===== config.mk =====
export PLATFORM = sky130hd
export DESIGN_NAME = color_window_cache
export DESIGN_NICKNAME = d
export VERILOG_FILES = /design/src/rtl/color_window_cache.sv
export SDC_FILE = /design/constraint.sdc
export NUM_CORES = 1
export LEC_CHECK = 0
export CORE_MARGIN = 2
export CORE_UTILIZATION = 40
export CTS_BUF_LIST = sky130_fd_sc_hd__clkbuf_4 sky130_fd_sc_hd__clkbuf_8 sky130_fd_sc_hd__clkbuf_16
export DETAILED_ROUTE_END_ITERATION = 7
export MAX_ROUTING_LAYER = met4
export PLACE_DENSITY = 0.66
export SLEW_MARGIN = 20
export SYNTH_ARGS = -nofsm -noshare
export SYNTH_HDL_FRONTEND = slang
export SYNTH_SLANG_ARGS = --single-unit

===== constraint.sdc =====
create_clock -name clk_i -period 4.48 [get_ports clk_i]
set_input_delay 1.344 -clock clk_i [delete_from_list [all_inputs] [get_ports clk_i]]
set_output_delay 1.344 -clock clk_i [all_outputs]
set_load 0.005 [all_outputs]

===== src/rtl/color_window_cache.sv =====
// color_window_cache: per-channel pixel line buffers that present the oldest
// WIN_PIX pixels of every channel as one flat window word. Words are appended
// per channel through a valid/ready port. The consumer slides the window one
// pixel at a time, and a slide is only taken when every channel holds a full
// window.
module color_window_cache #(
  parameter int CHANNELS    = 3,
  parameter int WORD_W      = 16,
  parameter int PIX_W       = 8,
  parameter int DEPTH_WORDS = 2,
  parameter int WIN_PIX     = 3
) (
  input  logic                                   clk_i,
  input  logic                                   rst_i,
  input  logic                                   flush_i,
  input  logic                                   ld_valid_i,
  input  logic [((CHANNELS > 1) ? $clog2(CHANNELS) : 1)-1:0] ld_ch_i,
  input  logic [WORD_W-1:0]                      ld_data_i,
  output logic [CHANNELS-1:0]                    ld_ready_o,
  input  logic                                   sh_i,
  output logic [CHANNELS*WIN_PIX*PIX_W-1:0]      win_out_o,
  output logic                                   win_valid_o,
  output logic [CHANNELS*($clog2(DEPTH_WORDS*WORD_W/PIX_W)+1)-1:0] cnt_out_o,
  output logic                                   sh_err_o
);

  localparam int CH_W      = (CHANNELS > 1) ? $clog2(CHANNELS) : 1;
  localparam int PPW       = WORD_W / PIX_W;
  localparam int DEPTH_PIX = DEPTH_WORDS * PPW;
  localparam int CNT_W     = $clog2(DEPTH_PIX) + 1;
  localparam int BUF_W     = DEPTH_PIX * PIX_W;
  localparam int WIN_W     = WIN_PIX * PIX_W;

  // Slot 0 of each buffer is the MSB slice and holds the oldest pixel.
  // Slots at or beyond the count are kept at zero, so a load can simply OR
  // its word into place.
  logic [BUF_W-1:0]    buf_q [CHANNELS];
  logic [BUF_W-1:0]    buf_d [CHANNELS];
  logic [CNT_W-1:0]    cnt_q [CHANNELS];
  logic [CNT_W-1:0]    cnt_d [CHANNELS];
  logic                sh_err_q;
  logic                sh_err_d;

  logic                win_valid;
  logic [CHANNELS-1:0] ld_ready;
  logic [CHANNELS-1:0] ld_acc;
  logic                sh_acc;
  logic [BUF_W-1:0]    ld_ext;

  // Window-valid and per-channel space flags, both taken from the
  // pre-shift counts so that ready is conservative when a shift coincides.
  always_comb begin
    win_valid = 1'b1;
    ld_ready  = '0;
    for (int c = 0; c < CHANNELS; c++) begin
      if (cnt_q[c] < CNT_W'(WIN_PIX)) begin
        win_valid = 1'b0;
      end
      ld_ready[c] = (({1'b0, cnt_q[c]} + (CNT_W+1)'(PPW)) <= (CNT_W+1)'(DEPTH_PIX));
    end
  end

  assign sh_acc = sh_i & win_valid & ~flush_i;

  // Load accept per channel; a channel index beyond CHANNELS matches nothing
  // and is therefore dropped.
  always_comb begin
    ld_acc = '0;
    for (int c = 0; c < CHANNELS; c++) begin
      ld_acc[c] = ld_valid_i & ~flush_i & ld_ready[c] & (ld_ch_i == CH_W'(c));
    end
  end

  // Next-state: flush wins outright; otherwise the shift applies first and a
  // load then lands right after the post-shift count of its channel.
  always_comb begin
    sh_err_d = sh_err_q | (sh_i & ~win_valid & ~flush_i);
    ld_ext   = '0;
    ld_ext[BUF_W-1 -: WORD_W] = ld_data_i;
    for (int c = 0; c < CHANNELS; c++) begin
      buf_d[c] = buf_q[c];
      cnt_d[c] = cnt_q[c];
      if (flush_i) begin
        buf_d[c] = '0;
        cnt_d[c] = '0;
      end else begin
        if (sh_acc) begin
          buf_d[c] = buf_q[c] << PIX_W;
          cnt_d[c] = cnt_q[c] - CNT_W'(1);
        end
        if (ld_acc[c]) begin
          buf_d[c] = buf_d[c] | (ld_ext >> (int'(cnt_d[c]) * PIX_W));
          cnt_d[c] = cnt_d[c] + CNT_W'(PPW);
        end
      end
    end
  end

  // State registers with asynchronous clear.
  always_ff @(posedge clk_i or posedge rst_i) begin
    if (rst_i) begin
      for (int c = 0; c < CHANNELS; c++) begin
        buf_q[c] <= '0;
        cnt_q[c] <= '0;
      end
      sh_err_q <= 1'b0;
    end else begin
      for (int c = 0; c < CHANNELS; c++) begin
        buf_q[c] <= buf_d[c];
        cnt_q[c] <= cnt_d[c];
      end
      sh_err_q <= sh_err_d;
    end
  end

  // Flatten windows and counts with channel 0 in the MSBs.
  always_comb begin
    win_out_o = '0;
    cnt_out_o = '0;
    for (int c = 0; c < CHANNELS; c++) begin
      win_out_o[(CHANNELS-1-c)*WIN_W +: WIN_W] = buf_q[c][BUF_W-1 -: WIN_W];
      cnt_out_o[(CHANNELS-1-c)*CNT_W +: CNT_W] = cnt_q[c];
    end
  end

  assign win_valid_o = win_valid;
  assign ld_ready_o  = ld_ready;
  assign sh_err_o    = sh_err_q;

endmodule


Word level (Yosys, flattened, before mapping) --
Index checks and enable logic that the tools add are counted.
Operators by class: $add $sub $neg 9, multipliers 0, divide/modulo/power cells 0, $lt $le $gt $ge 6, eq/ne operators 2, shift-type cells 3, multiplexer cells 27, bitwise logic cells 17, reductions and logical operators 1
Operators with widths (number):
- two-way mux 32 bit | 12
- bitwise OR 32 bit | 3
- right shift 32 x 6 -> 32 bit | 3
- two-way mux 3 bit | 12
- adder 3 x 2 -> 4 bit, second input constant | 3
- <= comparator 4 x 3 -> 1 bit, second input constant | 3
- bitwise AND 1 bit | 11
- adder 3 x 2 -> 3 bit, second input constant | 3
- less-than comparator 3 x 2 -> 1 bit, second input constant | 3
- subtractor 3 x 1 -> 3 bit, second input constant | 3
- two-way mux 1 bit | 3
- equality test 2 x 1 -> 1 bit, second input constant | 1
- equality test 2 bit, second input constant | 1
- logical NOT 2 bit | 1
- inverter 1 bit | 2
- bitwise OR 1 bit | 1
Word-level totals: register bits 106, latch bits 0, RAM bits 0, ROM bits 0, word-level logic and storage cells 72, memories 0

Logic depth before layout (Yosys ltp) --
Gate-level depths: netlist of the first run.
depth in word-level cells 12, mapped depth 11, gate-level depth less buffers 8

Worst setup path before layout of the first run --
Ideal clock, no wire load.
kind input-to-reg, start input flush_i, end register buf_q (netlist bit win_out_o[10]), data arrival time 2.896 ns, data required time 4.408 ns, path slack 1.511 ns, stages 6, buffers on the path 1, path through clkbuf_1 -> nand4bb_1 -> a211oi_1 -> o21ai_1 -> o22a_1 -> nor2_1
RTL lines:
- start, declared | line 15 | input logic flush_i,
- end signal, assigned by index | line 109 | buf_q[c] <= buf_d[c];
- end, declared | line 37 | logic [BUF_W-1:0] buf_q [CHANNELS];

Final worst setup path of the first run --
start register cnt_q (netlist bit cnt_out_o[6]), end output win_valid_o
On the way: word-level cells in the longest chain between the ends 4
Ends and longest elaborated chain:
- start, declared | line 39 | logic [CNT_W-1:0] cnt_q [CHANNELS];
- start signal, assigned by index | line 110 | cnt_q[c] <= cnt_d[c];
- less-than comparator 3 x 2 -> 1 bit | line 56 | if (cnt_q[c] < CNT_W'(WIN_PIX)) begin
- two-way mux 1 bit (3 in series) | line 56
- end, declared | line 22 | output logic win_valid_o,
Every way passes these cells.

==> out/metrics.yaml, run 1 <==
yosys-top-cells-area: "dfrtp_1 (40%), mux2i_1 (9.6%), buf_4 (8.7%)"
ys.flop_type: "dfrtp_1"
synth.most_common_cell: "dfrtp_1"
clock_sinks: 106
hp-start: "sh_err_o"
worst-path-buf-inv: 1
gp_congestion: 0.8409
setup.worst_path.start_class: "register"
timing_worst_setup_path_type: "register to output port"
first_pass_iters: 5
skew_ns: 0.008382
cp_cell_sequence: "a21oi_2 -> nor3_1 -> clkdlybuf4s50_1"
slew_violations: 0
yosysWarnings: 0
synth_common_cells: "dfrtp_1 (106), nor2_1 (104), buf_4 (77)"
post-cts-setup-buffers: 0
p_int_uw: 1446
yosys.area.top_type_share: 0.3970
clockBufferDepth: 2
grt_max_degree: 68
ir_worst_vdd_mv: 0.1773
dieArea_mm2: 0.01775
grt_overflow: 0
pwr-share-clk: 0.398
synthCells: 702
hold_class: "register to register"
tightest_slew_ns: 0.8288
dp_hpwl_um: 12740
endpoint_kind: "output port"
avgSynthCellArea_um2: 9.518
row_count: 47
maxCapViolations: 0
cts_hold_buf: 0
start_util: 0.4058
worstPathRequired_ns: 3.14
wl_per_cell_um: 20.99
r2r_start: "cnt_out_o[3]"
drc_errors: 0
htree_levels: 3
cp-startpoint: "cnt_out_o[6]"
grt_usage: 0.2275
fp.dieW_um: 133.2
syn_area_mm2: 0.006681
synth_seq_cells: 106
placed_cells: 914
numPortBuffers: 108
sw_frac_of_total: 0.2700
layout_min_cycle_time_ns: 3.713
avgViaCountPerCell: 5.948
ant_nets: 0
root_buffer: "clkbuf_16"
setup_viol: 0
cts-buffers-inserted: 9
fin_nets: 740
combPwrFrac: 0.106
antenna_found_initial: 0
slew_headroom: 0.4447
status: "finished clean"
num_antenna_cells: 0
drtIter0Drc: 689
ctsResizeCount: 0
ioPinCount: 109
path_max_fanout: 22
rsz0062_at_grt: "no"
wirelength_um: 19520
clkLatencyLatePin_ns: 0.36
crit_path_top_delay_cell: "dfrtp_1"
fillerInstances: 1522
grt_pass1_wl_um: 30930
first_global_vias: 5446
yosysSeqAreaShare: 0.3970
setup_tns_ns: 0
synth_top_area_cell: "dfrtp_1"
max_freq_ghz: 0.2694
die_h_um: 133.2
core_area_mm2: 0.01647
hold_viol: 0
synth_nets: 737
synth_edf_count: 0
critPathMaxStageDelay_ns: 0.87
layout-drive-gt1-share: 0.07042
p_leak_uw: 0.003207
syn_to_final_growth_pct: 14.46
clkSlewWorstSetupHoldPaths_ns: 0.07
cts_tree: "yes"
critical_path.top_delay_family: "flip-flops"
p_switching_uw: 534.8
p_per_area_mw_per_mm2: 259.0
worstPathArrival_ns: 2.37
stdcell_count: 930
pwr-share-seq: 0.496
vias: 5532
min_period_over_period: 0.8287
yosysUniqueCellTypes: 61
async_reset_ff_frac: 1.000
routing by layer:
layer | vias up | share of wire | track usage
met5 | - | 0 | -
met4 | 0 | 0.033 | 0.09634
met3 | 40 | 0.071 | 0.03425
met2 | 241 | 0.44 | 0.3245
met1 | 2774 | 0.46 | 0.3224
li1 | 2477 | - | -
metrics by stage:
step / hold slack [ns] / utilization / setup WS [ns] / area [um2] / power (uW)
after floorplan: 0.4496 / - / 0.3471 / 6681 / 1129
after global placement: 0.4630 / 0.4473 / 0.8198 / 7366 / 1205
after detailed placement: 0.4667 / 0.4473 / 0.7199 / 7366 / 1210
after CTS: 0.4995 / 0.4644 / 0.7526 / 7647 / 1988
after global routing: 0.5213 / 0.4644 / 0.6455 / 7647 / 2044
final: 0.4928 / 0.4644 / 0.7675 / 7647 / 1981
state kept, by name, indices dropped and copies added (netlist names):
register	count
win_out_o	72
buf_q	24
sh_err_o	1
cnt_out_o	9
worst paths after layout:
path / endpoint / slack [ns] / depth (start not counted)
hold reg to reg: sh_err_o / 0.49 / 1
hold / removal: sh_err_o / 0.49 / 1
min in group asynchronous: win_out_o[21] / 1.41 / 2
setup reg to reg: buf_q[37] / 1.39 / 10
setup / recovery: win_valid_o / 0.77 / 3
max in group asynchronous: buf_q[66] / 2.30 / 3
kinds of logic after synthesis:
family | after synthesis | synth area share
xor+xnor | 8 | 0.01386
compound gates | 185 | 0.2137
buf+inv | 141 | 0.1258
flops | 106 | 0.3970
mux | 64 | 0.09588
fa+ha+maj | 12 | 0.02247
simple gates | 186 | 0.1313
power groups by stage:
stage	clock network [uW]	registers [uW]	logic, uW
after CTS	796	983	209
after detailed placement	0	1000	208
final	788	983	210
after global routing	834	985	225
after global placement	0	1000	204
after floorplan	0	997	132
placed cells by master, fill, tap and decap left out, types with 5 or more instances in the layout:
master           netlist  routed
ha_1                  12      12
a21oi_1               23      23
nand2_1               38      38
a22oi_1                9       9
clkbuf_16              0       9
o2bb2ai_1             24      24
buf_4                 77      12
nor3b_1               10      10
o22a_1                24      24
and3_1                11      11
inv_1                 10       9
a21oi_2                5       5
nor2_1               104     104
o22ai_1               10      10
o21ai_0                8       8
clkdlybuf4s50_1        0     107
a31oi_1                8       8
a311oi_1               8       8
dfrtp_1              106     106
mux2i_1               64      64
a2bb2oi_1             16      16
a221oi_1              16      16
o32ai_1                8       8
area by class of cell:
type / count / area, um2 / share of cell area
Multi-Input combinational cell: 455 / 3188 / 0.4169
Sequential cell: 106 / 2653 / 0.3469
Timing Repair Buffer: 122 / 1206 / 0.1577
Tap cell: 220 / 275.3 / 0.03599
Clock buffer: 10 / 232.7 / 0.03043
Clock inverter: 6 / 48.80 / 0.006381
Inverter: 11 / 43.79 / 0.005726
(Power assumes the default switching activity.)
==> run 2, diff against run 1 <==
- PLACE_DENSITY: 0.66 -> 0.68
- clock period: 4.48 -> 3.2 ns (I/O delays scaled with it)
==> out/metrics.yaml, run 2 (synthesis gave the netlist of run 1 again) <==
clock_sinks: 106  # unchanged
syn_to_final_growth_pct: 19.27  # was 14.46%
whs_path_depth: 1  # unchanged
multi_input_area_mm2: 0.003188  # unchanged
first_global_vias: 5705  # was 5446
worstPathArrival_ns: 2.06  # was 2.37 ns
slew_headroom: 0.2853  # was 0.4447
row_count: 47  # unchanged
vias: 5667  # was 5532
fin_nets: 779  # was 740
tightest_slew_ns: 1.072  # was 0.8288 ns
grt_max_degree: 99  # was 68
hp-start: "sh_err_o"  # unchanged
fillerInstances: 1536  # was 1522
cts-buffers-inserted: 9  # unchanged
path_max_fanout: 6  # was 22
p_per_area_mw_per_mm2: 347.7  # was 259.0 mW/mm2
layout_min_cycle_time_ns: 3.016
ctsResizeCount: 0  # unchanged
wirelength_um: 19610  # was 19520 um
final_cell_mix: "clkdlybuf4s50_1 (107), dfrtp_1 (106), nor2_1 (104)"  # unchanged
worstPathRequired_ns: 2.24  # was 3.14 ns
placed_cells: 953  # was 914
gp_congestion: 0.8911  # was 0.8409
hold_viol: 0  # unchanged
busiest_layer: "met2"  # unchanged
root_buffer: "clkbuf_16"  # unchanged
core_area_mm2: 0.01647  # unchanged
dp_hpwl_um: 13800  # was 12740 um
grt_util_met3: 0.03919  # was 0.03425
layout-drive-gt1-share: 0.1188  # was 0.07042
placed_area_mm2: 0.007685  # was 0.007366 mm2
clkLatencyLatePin_ns: 0.35  # was 0.36 ns
grtUsageMet1: 0.3033  # was 0.3224
slew_violations: 0  # unchanged
skew_ns: 0.007692  # was 0.008382 ns
ir_worst_vdd_mv: 0.2514  # was 0.1773 mV
r2r_start: "cnt_out_o[5]"  # was cnt_out_o[3]
seqCellArea_mm2: 0.002653  # unchanged
final_common_cell: "clkdlybuf4s50_1"  # unchanged
numPortBuffers: 108  # unchanged
die_h_um: 133.2  # unchanged
p_leak_uw: 0.003404  # was 0.003207 uW
max_freq_ghz: 0.3316
setup_viol: 0  # unchanged
min_period_over_period: 0.9425
timing_worst_setup_path_type: "register to output port"  # unchanged
ioPinCount: 109  # unchanged
finalPower_uw: 2771  # was 1981 uW
setup_ws_ns: 0.1840  # was 0.7675 ns
grt_overflow: 0  # unchanged
num_antenna_cells: 0  # unchanged
rsz0062_at_grt: "no"  # unchanged
avgViaCountPerCell: 5.848  # was 5.948
maxCapViolations: 0  # unchanged
grt_usage: 0.2271  # was 0.2275
antenna_found_initial: 0  # unchanged
dp_slack_ns: -0.06516  # was 0.7199 ns
clockBufferDepth: 2  # unchanged
fp.dieW_um: 133.2  # unchanged
wl_per_cell_um: 20.24  # was 20.99 um
start_util: 0.4058  # unchanged
ant_nets: 0  # unchanged
largest_register_ff_count: 72  # unchanged
cts_hold_buf: 0  # unchanged
grtUsageMet2: 0.3474  # was 0.3245
clkSlewWorstSetupHoldPaths_ns: 0.08  # was 0.07 ns
stdcell_count: 969  # was 930
cts_tree: "yes"  # unchanged
final_area_mm2: 0.007969  # was 0.007647 mm2
hold_class: "register to register"  # unchanged
htree_levels: 3  # unchanged
cp-startpoint: "cnt_out_o[5]"  # was cnt_out_o[6]
drtIter0Drc: 579  # was 689
status: "finished clean"  # unchanged
endpoint_kind: "output port"  # unchanged
drc_errors: 0  # unchanged
grt_pass1_wl_um: 31150  # was 30930 um
reg2reg_depth: 9  # was 10
setup.worst_path.start_class: "register"  # unchanged
post-cts-setup-buffers: 0  # unchanged
dieArea_mm2: 0.01775  # unchanged
first_pass_iters: 5  # unchanged
setup_tns_ns: 0  # unchanged
==> run 2: cell count changes in the layout (fill, tap and decap cells not counted) <==
cell,delta
buf_4,+37
clkbuf_8,+1
clkinvlp_4,+1
clkinv_4,+1
inv_4,-1
buf_12,+2
inv_6,-1
inv_8,-1
==> run 2: layout make-up <==
type / instances / area share
Multi-Input combinational cell: 455 / 0.4001
Sequential cell: 106 / 0.3329
Timing Repair Buffer: 161 / 0.1912
Tap cell: 220 / 0.03454
Clock buffer: 11 / 0.03093
Inverter: 11 / 0.005652
Clock inverter: 5 / 0.004710
==> run 2: worst max-delay path: stages, from the launching register on <==
cell and delay [ns]:
dfrtp_1 0.48, inv_1 0.12, ha_1 0.22, a21oi_2 0.30
nor3_1 0.11, clkdlybuf4s50_1 0.48
==> run 2: worst paths after layout <==
kind,end,slack (ns)
hold / removal,sh_err_o,0.49
hold reg to reg,sh_err_o,0.49
setup / recovery,win_valid_o,0.18
min in group asynchronous,buf_q[4],1.04
max in group asynchronous,win_out_o[61],1.56
setup reg to reg,win_out_o[57],0.44
==> run 2: power by group <==
group | internal (uW) | leakage, uW | total [uW] | switching, uW
logic | 136 | 0.00180 | 317 | 182
clock network | 562 | 0.000136 | 1080 | 519
registers | 1360 | 0.00147 | 1370 | 15.1
==> run 2: per-stage QoR <==
| stage | hold WS, ns | utilization |
|---|---|---|
| floorplan | 0.4496 | - |
| global placement | 0.4624 | 0.4667 |
| detailed placement | 0.4653 | 0.4667 |
| CTS | 0.4915 | 0.4840 |
| global route | 0.5191 | 0.4840 |
| finish | 0.4940 | 0.4840 |
==> run 2: per-layer routing <==
| metal | up-vias | wire length, um |
|---|---|---|
| met1 | 2802 | 8659 |
| met5 | - | 0 |
| met3 | 41 | 1235 |
| met4 | 0 | 535 |
| met2 | 253 | 9179 |
| li1 | 2571 | - |
